File: config.mk
export PLATFORM = sky130hd
export DESIGN_NAME = pipe_stage_reg
export DESIGN_NICKNAME = d
export VERILOG_FILES = /design/src/rtl/riscv_pipe_pkg.sv /design/src/rtl/pipe_skid_entry.sv /design/src/rtl/pipe_stage_reg.sv
export SDC_FILE = /design/constraint.sdc
export NUM_CORES = 1
export LEC_CHECK = 0
export ABC_AREA = 1
export CORE_AREA = 2 2 121 123
export CTS_CLUSTER_SIZE = 10
export DETAILED_ROUTE_END_ITERATION = 10
export DIE_AREA = 0 0 123 125
export PLACE_DENSITY = 0.8
export SLEW_MARGIN = 30
export SYNTH_ARGS = -nofsm -noshare
export SYNTH_HDL_FRONTEND = slang
export SYNTH_SLANG_ARGS = --single-unit
File: constraint.sdc
create_clock -name clk -period 1.48 [get_ports clk]
set_clock_uncertainty 0.05 [all_clocks]
set_input_delay 0.296 -clock clk [delete_from_list [all_inputs] [get_ports clk]]
set_output_delay 0.296 -clock clk [all_outputs]
set_load 0.01 [all_outputs]
File: src/rtl/riscv_pipe_pkg.sv
// Shared widths and bundle layouts for the RISC-V pipeline stage registers.
// Each stage has a packed data struct and a packed control struct that cast to and from the flat ports of pipe_stage_reg.
package riscv_pipe_pkg;

  // IF/ID carries no control; one reserved bit keeps the control port non-empty.
  localparam int unsigned IF_ID_DATA_W  = 96;
  localparam int unsigned IF_ID_CTRL_W  = 1;
  localparam int unsigned ID_EX_DATA_W  = 175;
  localparam int unsigned ID_EX_CTRL_W  = 10;
  localparam int unsigned EX_MEM_DATA_W = 101;
  localparam int unsigned EX_MEM_CTRL_W = 4;
  localparam int unsigned MEM_WB_DATA_W = 101;
  localparam int unsigned MEM_WB_CTRL_W = 3;

  typedef struct packed {
    logic [31:0] instr;
    logic [31:0] pc;
    logic [31:0] pc_plus4;
  } if_id_data_t;

  typedef struct packed {
    logic rsvd;
  } if_id_ctrl_t;

  typedef struct packed {
    logic [31:0] rd1;
    logic [31:0] rd2;
    logic [31:0] pc;
    logic [4:0]  rs1;
    logic [4:0]  rs2;
    logic [4:0]  rd;
    logic [31:0] imm_ext;
    logic [31:0] pc_plus4;
  } id_ex_data_t;

  typedef struct packed {
    logic       reg_write;
    logic [1:0] result_src;
    logic       mem_write;
    logic       jump;
    logic       branch;
    logic [2:0] alu_control;
    logic       alu_src;
  } id_ex_ctrl_t;

  typedef struct packed {
    logic [31:0] alu_result;
    logic [31:0] write_data;
    logic [31:0] pc_plus4;
    logic [4:0]  rd;
  } ex_mem_data_t;

  typedef struct packed {
    logic       reg_write;
    logic [1:0] result_src;
    logic       mem_write;
  } ex_mem_ctrl_t;

  typedef struct packed {
    logic [31:0] alu_result;
    logic [31:0] read_data;
    logic [31:0] pc_plus4;
    logic [4:0]  rd;
  } mem_wb_data_t;

  typedef struct packed {
    logic       reg_write;
    logic [1:0] result_src;
  } mem_wb_ctrl_t;

endpackage

File: src/rtl/pipe_skid_entry.sv
// One valid/data/control slot. Priority: reset, flush, load, clear.
// Flush and clear drop the valid bit; flush also zeroes control, data is left as is.
module pipe_skid_entry
  import riscv_pipe_pkg::*;
#(
  parameter int unsigned DATA_W = EX_MEM_DATA_W,
  parameter int unsigned CTRL_W = EX_MEM_CTRL_W
) (
  input  logic              clk,
  input  logic              reset,
  input  logic              load,
  input  logic              clear,
  input  logic              flush,
  input  logic [DATA_W-1:0] load_data,
  input  logic [CTRL_W-1:0] load_ctrl,
  output logic              valid,
  output logic [DATA_W-1:0] data,
  output logic [CTRL_W-1:0] ctrl
);

  logic              valid_q, valid_d;
  logic [DATA_W-1:0] data_q,  data_d;
  logic [CTRL_W-1:0] ctrl_q,  ctrl_d;

  // Load beats clear so a slot can drain and refill on the same edge.
  always_comb begin
    valid_d = valid_q;
    data_d  = data_q;
    ctrl_d  = ctrl_q;
    if (flush) begin
      valid_d = 1'b0;
      ctrl_d  = '0;
    end else if (load) begin
      valid_d = 1'b1;
      data_d  = load_data;
      ctrl_d  = load_ctrl;
    end else if (clear) begin
      valid_d = 1'b0;
    end
  end

  always_ff @(posedge clk) begin
    if (reset) begin
      valid_q <= 1'b0;
      data_q  <= '0;
      ctrl_q  <= '0;
    end else begin
      valid_q <= valid_d;
      data_q  <= data_d;
      ctrl_q  <= ctrl_d;
    end
  end

  assign valid = valid_q;
  assign data  = data_q;
  assign ctrl  = ctrl_q;

endmodule

File: src/rtl/pipe_stage_reg.sv
// Generic flow-controlled pipeline stage register with flush and bubble gating of control.
// PIPE_STAGE_SKID_EN adds a skid slot so in_ready comes straight from a flop.
module pipe_stage_reg
  import riscv_pipe_pkg::*;
#(
  parameter int unsigned DATA_W = EX_MEM_DATA_W,
  parameter int unsigned CTRL_W = EX_MEM_CTRL_W
) (
  input  logic              clk,
  input  logic              reset,
  input  logic              in_valid,
  output logic              in_ready,
  input  logic [DATA_W-1:0] in_data,
  input  logic [CTRL_W-1:0] in_ctrl,
  input  logic              flush,
  output logic              out_valid,
  input  logic              out_ready,
  output logic [DATA_W-1:0] out_data,
  output logic [CTRL_W-1:0] out_ctrl
);

  // Handshake: a bundle moves across a port on a rising edge where both valid
  // and ready are high; valid never waits on ready, and a held output is stable.
  logic              main_valid;
  logic [DATA_W-1:0] main_data;
  logic [CTRL_W-1:0] main_ctrl;
  logic              main_load;
  logic              main_clear;
  logic [DATA_W-1:0] main_load_data;
  logic [CTRL_W-1:0] main_load_ctrl;
  logic              in_fire;
  logic              main_take;

  assign in_fire   = in_valid && in_ready;
  assign main_take = main_valid && out_ready;

`ifdef PIPE_STAGE_SKID_EN
  logic              skid_valid;
  logic [DATA_W-1:0] skid_data;
  logic [CTRL_W-1:0] skid_ctrl;
  logic              skid_load;
  logic              skid_clear;

  // in_ready is low whenever skid holds a bundle, so skid refill and input never collide.
  always_comb begin
    main_load      = 1'b0;
    main_clear     = main_take;
    main_load_data = in_data;
    main_load_ctrl = in_ctrl;
    skid_load      = 1'b0;
    skid_clear     = 1'b0;
    if (skid_valid) begin
      if (main_take) begin
        main_load      = 1'b1;
        main_load_data = skid_data;
        main_load_ctrl = skid_ctrl;
        skid_clear     = 1'b1;
      end
    end else if (in_fire) begin
      if (!main_valid || main_take) begin
        main_load = 1'b1;
      end else begin
        skid_load = 1'b1;
      end
    end
  end

  assign in_ready = !skid_valid;

  pipe_skid_entry #(
    .DATA_W (DATA_W),
    .CTRL_W (CTRL_W)
  ) u_skid (
    .clk       (clk),
    .reset     (reset),
    .load      (skid_load),
    .clear     (skid_clear),
    .flush     (flush),
    .load_data (in_data),
    .load_ctrl (in_ctrl),
    .valid     (skid_valid),
    .data      (skid_data),
    .ctrl      (skid_ctrl)
  );
`else
  always_comb begin
    main_load      = in_fire;
    main_clear     = main_take;
    main_load_data = in_data;
    main_load_ctrl = in_ctrl;
  end

  assign in_ready = !main_valid || out_ready;
`endif

  pipe_skid_entry #(
    .DATA_W (DATA_W),
    .CTRL_W (CTRL_W)
  ) u_main (
    .clk       (clk),
    .reset     (reset),
    .load      (main_load),
    .clear     (main_clear),
    .flush     (flush),
    .load_data (main_load_data),
    .load_ctrl (main_load_ctrl),
    .valid     (main_valid),
    .data      (main_data),
    .ctrl      (main_ctrl)
  );

  // Control is gated combinationally so a bubble can never carry write enables.
  assign out_valid = main_valid;
  assign out_data  = main_data;
  assign out_ctrl  = main_ctrl & {CTRL_W{main_valid}};

endmodule

# == Word-level counts from Yosys, hierarchy flattened ==
# Cells that the tools add are included.
# totals
regBits,106
wordCells,14
# classes
bitwise,2
n_reduce_logical,7
muxes,2
# op_table
cell,count
4-bit AND,1
1-bit logical AND,2
1-bit two-way mux,2
2-bit AND reduction,1
2-bit nonzero test,1
2-bit OR reduction,1
1-bit logical NOT,1
1-bit logical OR,1
1-bit inverter,1

# == Longest topological paths before layout ==
# Gate-level depths: netlist (run 1).
# logic_depth
depth_word,4
ltp_mapped,8
mapped_depth_nobuf,6

# == Modules after synthesis ==
# From an unflattened synthesis (run 1), not the netlist that was laid out.
# hier_totals
cells_unflattened,690
hier_area_um2,4513.1
# by_module_without_submodules
mod,n_inst,seq_area_each_um2,cells_each,area_each_um2
pipe_skid_entry,1,2122.0,676,4459.3
pipe_stage_reg,1,0.0,14,53.8

# == Worst setup path after synthesis (run 1) ==
# Ideal clock, no wire load.
# synth_timing
path_type,flip-flop to flip-flop
from,"reg u_main.valid_q, in the netlist u_main.valid"
to,"reg u_main.data_q[10], in the netlist u_main.data[10]"
setup_ps,110
stages_incl_launch_ff,8
required_time_ps,1320
slack_ps,259
arrival_time_ps,1061
synth_period_minus_slack_ps,1221
cell_sequence,dfxtp_1 nand2_2 nand3_1 buf_4 buf_4 nand2_1 inv_1 nor2_1
# synth_between
elab_chain_len,4
# synth_lines
element,line_no,source
"start, declared",pipe_skid_entry.sv:21,"logic valid_q, valid_d;"
"start signal, assigned",pipe_skid_entry.sv:48,valid_q <= valid_d;
1-bit logical NOT,pipe_stage_reg.sv:93,assign in_ready = !main_valid || out_ready;
1-bit logical OR,pipe_stage_reg.sv:93,
1-bit logical AND,pipe_stage_reg.sv:34,assign in_fire = in_valid && in_ready;
2-bit AND reduction (no line),--,
"end signal, assigned",pipe_skid_entry.sv:49,data_q <= data_d;
"end, declared",pipe_skid_entry.sv:22,"logic [DATA_W-1:0] data_q, data_d;"
# Every way passes these cells.
# A chain may end at the register's enable or synchronous reset.

# == Worst setup path after layout (run 1) ==
# layout_timing
from,"reg u_main.valid_q, in the netlist u_main.valid"
to,out out_ctrl[3]
# layout_between
elab_chain_len,1
# layout_lines
element,line_no,source
4-bit AND,pipe_stage_reg.sv:115,assign out_ctrl = main_ctrl & {CTRL_W{main_valid}};
"end, declared",pipe_stage_reg.sv:19,output logic [CTRL_W-1:0] out_ctrl
# Every way passes these cells.

==> out/metrics.yaml, run 1 <==
ys_top_cells_by_count: "301 x inv_1, 207 x nand2_1, 110 x nor2_1"
yosysTopAreaCell: "dfxtp_1"
synth_top_family_by_area: "simple AND/OR/NAND/NOR gates"
dieHeight_um: 125
rsz0062_at_grt: "no"
dpl.hpwl_um: 10800
finalCriticalPeriod_ns: 1.43
maxSlewHeadroom: 0.806
track_usage: 0.192
hp-class: "in2reg"
power_frac_seq: 0.442
vias: 5584
post-synth-top-count-cell: "inv_1"
stdcell_area_um2: 8100
async_reset_ff_frac: 0
power_switching_mw: 1.93
cts_resized: 110
p_comb_frac: 0.220
critPathSlowestCell: "dfxtp_4"
routedWlPerCell_um: 11.7
clk_pin_slew_ns: 0.07
worst_setup_path_start_kind: "flop"
drive_above_1_share: 0.0562
swShare: 0.272
n_fill_cell: 1388
first_pass_iters: 5
drv_slew: 0
ys_seq_elements: 106
cts_tree: "built"
fin_setup_tns_ns: 0
syn-num-nets: 1007
grt_max_degree: 55
h-tree-depth: 3
peakVddDrop_mv: 0.674
pwr-share-clk: 0.338
synth_cell_types: 15
remaining_drc_errors: 0
cp_cell_sequence: "nand2_1, inv_1, clkdlybuf4s15_1"
period_share: 0.964
yosys-mux-area-fraction: 0
drt_iter0_drc: 258
ys.flop_type: "dfxtp_1"
clockBufferDepth: 2
ctsHoldBuffers: 0
ant_nets: 0
p_int_mw: 5.17
power.leakage_nw: 4.79
rows: 44
clock_latency_ns: 0.35
cts_root_buf: "clkbuf_16"
post_dp_cell_area_um2: 7950
avgViaCountPerCell: 4.34
start_util: 0.386
core_region_area_um2: 14200
setup.worst_path.end_class: "output pin"
post_cts_buffers: 0
wirelength_um: 15100
synthToLayoutAreaGrowth_pct: 47.8
antenna_cells: 0
yosysSeqAreaShare: 0.387
grt_pass1_wl_um: 23900
synth_top_area_frac: 0.387
syn_avg_cell_area_um2: 6.11
setup_viol: 0
grt_pass1_vias: 5132
overflow: 0
worst_pin_slew_ns: 0.290
finalNonFillerCells: 1287
power_density_nw_per_um2: 877
power.total_mw: 7.10
crit_type: "reg2out"
synthTopCellsByArea: "dfxtp_1 39%, inv_1 21%, nand2_1 14%"
drv_cap: 0
antenna_found_initial: 0
hold_viol: 0
synth_cells: 897
multi_input_area_um2: 1880
clock_sinks: 106
synth-compound-area-share: 0.00503
run_status: "finished, final reports clean"
synth-edff-count: 0
ios: 217
regArea_um2: 2130
synthXorXnorAreaFrac: 0
cts_buffers: 9
gp_routability_congestion: 0.792
die_width_um: 123
critPathMaxStageDelay_ns: 0.39
yosys.area_share.simple: 0.335
crit_arrival_ns: 1.08
syn_area_um2: 5480
finalNetCount: 1209
yosys_warnings: 0
max_freq_mhz: 701
die-area_um2: 15400
crit_path_max_fanout: 6
synth_fa_ha_area_frac: 0
required_ns: 1.13
dp.cells: 1272
port_buffers: 216
[layout by cell type, fill, tap and decap left out, types with 9 or more instances in the layout]
cell | Yosys | routed
inv_1 | 301 | 299
nand2_1 | 207 | 207
nor2_1 | 110 | 110
clkdlybuf4s50_1 | 0 | 108
dfxtp_1 | 106 | 105
dlygate4sd2_1 | 0 | 102
nand4_1 | 101 | 101
buf_4 | 9 | 18
buf_12 | 0 | 13
inv_2 | 10 | 10
clkbuf_16 | 0 | 9
[state kept, by name, indices dropped and copies added, names as in the netlist]
signal        count
u_main.data     101
u_main.ctrl       4
u_main.valid      1
[per-stage QoR]
stage          hold slack (ns)  utilization  worst slack [ns]
2_1_floorplan            0.405            -             0.259
3_3_place_gp             0.417        0.560            -0.273
3_5_place_dp             0.430        0.560            -0.277
4_1_cts                  0.293        0.571           0.00593
5_1_grt                  0.325        0.570           0.00397
6_report                 0.303        0.570            0.0530
[power groups by stage]
stage                     logic, mW  registers, mW  clock network (mW)
after global placement         1.67           3.21                   0
after floorplan               0.713           3.30                   0
final                          1.56           3.14                2.40
after detailed placement       1.69           3.22                   0
after CTS                      1.57           3.14                2.47
after global routing           1.75           3.17                2.57
[kinds of logic after synthesis]
logic type / count (synthesis)
AO/OA/AOI/OAI: 5
buffers and inverters: 366
AND/OR/NAND/NOR: 420
flip-flops: 106
[worst max-delay path, delay by kind of cell, from the launching register on]
| kind | cells | cell delay (ns) |
|---|---|---|
| DFF | 1 | 0.39 |
| buffers and inverters | 2 | 0.28 |
| and+or+nand+nor | 1 | 0.06 |
[worst paths after layout]
kind / slack [ns] / start / cells past startpoint / to
worst max-delay path: 0.05 / u_main.valid / 3 / out_ctrl[3]
worst min-delay path: 0.30 / in_valid / 4 / u_main.data[95]
worst min register to register: 0.45 / u_main.ctrl[1] / 2 / u_main.ctrl[1]
worst max register to register: 0.15 / u_main.valid / 7 / u_main.data[26]
[layout make-up]
cell class,instances,share of cell area
Clock buffer,12,0.0304
Clock inverter,3,0.00495
Inverter,311,0.145
Multi-Input combinational cell,425,0.232
Sequential cell,106,0.263
Tap cell,184,0.0284
Timing Repair Buffer,246,0.297
[routing by layer]
layer / GRT usage / vias up / wire length, um
li1: - / 2957 / -
met1: 0.226 / 2423 / 6450
met3: 0.0547 / 20 / 1280
met2: 0.329 / 184 / 7000
met5: 0 / - / 0
met4: 0.0729 / 0 / 323
Note: power is estimated with default switching activity, not from simulation.
==> inputs of run 2 (changes only) <==
--- a/config.mk
+++ b/config.mk
@@ -11,6 +11,7 @@
 export DETAILED_ROUTE_END_ITERATION = 10
 export DIE_AREA = 0 0 123 125
 export PLACE_DENSITY = 0.8
+export SKIP_LAST_GASP = 1
 export SLEW_MARGIN = 30
 export SYNTH_ARGS = -nofsm -noshare
 export SYNTH_HDL_FRONTEND = slang
==> out/metrics.yaml, run 2 (same netlist as run 1, synthesis figures left out) <==
cts_buffers: 9  # unchanged
antenna_found_initial: 0  # unchanged
crit_arrival_ns: 1.08  # about the same
dieHeight_um: 125  # unchanged
crit_path_max_fanout: 6  # unchanged
hp-class: "in2reg"  # unchanged
setup.worst_path.end_class: "output pin"  # unchanged
layout_common_cells: "299 x inv_1, 207 x nand2_1, 110 x nor2_1"  # unchanged
power.total_mw: 7.10  # about the same
clock_sinks: 106  # unchanged
drv_slew: 0  # unchanged
wirelength_um: 15000  # was 15100 um
routedWlPerCell_um: 11.7  # about the same
rows: 44  # unchanged
dpl.hpwl_um: 10800  # unchanged
ctsHoldBuffers: 0  # unchanged
clk_pin_slew_ns: 0.07  # about the same
drive_above_1_share: 0.0562  # unchanged
cts_root_buf: "clkbuf_16"  # unchanged
cts_tree: "built"  # unchanged
start_util: 0.386  # unchanged
run_status: "finished, final reports clean"  # unchanged
post_dp_cell_area_um2: 7950  # unchanged
track_usage: 0.192  # unchanged
required_ns: 1.13  # about the same
pwr-share-clk: 0.338  # about the same
grt_pass1_wl_um: 23900  # unchanged
preCtsSetupSlack_ns: -0.277  # unchanged
hold_viol: 0  # unchanged
setup_slack_ns: 0.0530  # unchanged
maxSlewHeadroom: 0.806  # unchanged
period_share: 0.964  # unchanged
synthToLayoutAreaGrowth_pct: 47.9  # was 47.8%
ios: 217  # unchanged
p_comb_frac: 0.220  # about the same
final_util: 0.570  # about the same
p_int_mw: 5.17  # about the same
die-area_um2: 15400  # unchanged
max_freq_mhz: 701  # unchanged
gp_routability_congestion: 0.792  # unchanged
stdcell_area_um2: 8100  # about the same
power_frac_seq: 0.442  # about the same
h-tree-depth: 3  # unchanged
worst_pin_slew_ns: 0.290  # unchanged
rsz0062_at_grt: "no"  # unchanged
setup_viol: 0  # unchanged
remaining_drc_errors: 0  # unchanged
fin_hold_ws_ns: 0.303  # unchanged
overflow: 0  # unchanged
swShare: 0.272  # about the same
power.leakage_nw: 4.81  # was 4.79 nW
finalCriticalPeriod_ns: 1.43  # unchanged
clockBufferDepth: 2  # unchanged
die_width_um: 123  # unchanged
peakVddDrop_mv: 0.674  # unchanged
avgViaCountPerCell: 4.34  # unchanged
power_switching_mw: 1.93  # about the same
post_cts_buffers: 0  # unchanged
crit_type: "reg2out"  # unchanged
core_region_area_um2: 14200  # unchanged
vias: 5584  # unchanged
clock_latency_ns: 0.35  # about the same
grt_pass1_vias: 5132  # unchanged
final_common_cell: "inv_1"  # unchanged
drt_iter0_drc: 258  # unchanged
drv_cap: 0  # unchanged
largest_reg_flops: 101  # unchanged
ant_nets: 0  # unchanged
power_density_nw_per_um2: 877  # about the same
worst_setup_path_start_kind: "flop"  # unchanged
finalNetCount: 1209  # unchanged
first_pass_iters: 5  # unchanged
grt_max_degree: 55  # unchanged
port_buffers: 216  # unchanged
antenna_cells: 0  # unchanged
run 2: power groups by stage:
stage	clock network, mW	registers [mW]	logic, mW
floorplan	0	3.30	0.713
global route	2.57	3.17	1.75
global placement	0	3.21	1.67
detailed placement	0	3.22	1.69
finish	2.40	3.14	1.56
CTS	2.47	3.14	1.57
run 2: worst paths after layout:
kind / startpoint / end / slack [ns] / depth (start not counted)
setup reg to reg: u_main.valid / u_main.data[26] / 0.15 / 7
hold / removal: in_valid / u_main.data[95] / 0.30 / 4
setup / recovery: u_main.valid / out_ctrl[3] / 0.05 / 3
hold reg to reg: u_main.ctrl[1] / u_main.ctrl[1] / 0.45 / 2
run 2: through the flow:
step                      instances  TNS [ns]
final                          1287         0
after global placement         1272    -18.68
after floorplan                 897         0
after global routing           1287         0
after detailed placement       1272    -19.65
after CTS                      1287    -0.262
run 2: what timing repair did:
action / in CTS / in global routing
resized for setup: 109 / 7
hold endpoints to repair: 0 / 0
setup endpoints to repair: 107 / 5
run 2: area by class of cell:
cell class	count	area, um^2
Inverter	311	1170
Clock inverter	3	40.0
Sequential cell	106	2130
Tap cell	184	230
Timing Repair Buffer	246	2410
Fill cell	1387	6110
Multi-Input combinational cell	425	1880
Clock buffer	12	246
run 2: metal layers:
| layer | vias to the layer above | routed length [um] | GRT usage |
|---|---|---|---|
| li1 | 2957 | - | - |
| met1 | 2423 | 6450 | 0.226 |
| met2 | 184 | 7000 | 0.329 |
| met3 | 20 | 1270 | 0.0547 |
| met4 | 0 | 323 | 0.0729 |
| met5 | - | 0 | 0 |
run 2: worst max-delay path, cell delays in order, from the launching register on:
cell and delay [ns]:
dfxtp_4 0.39, nand2_1 0.06, inv_1 0.05, clkdlybuf4s15_1 0.23
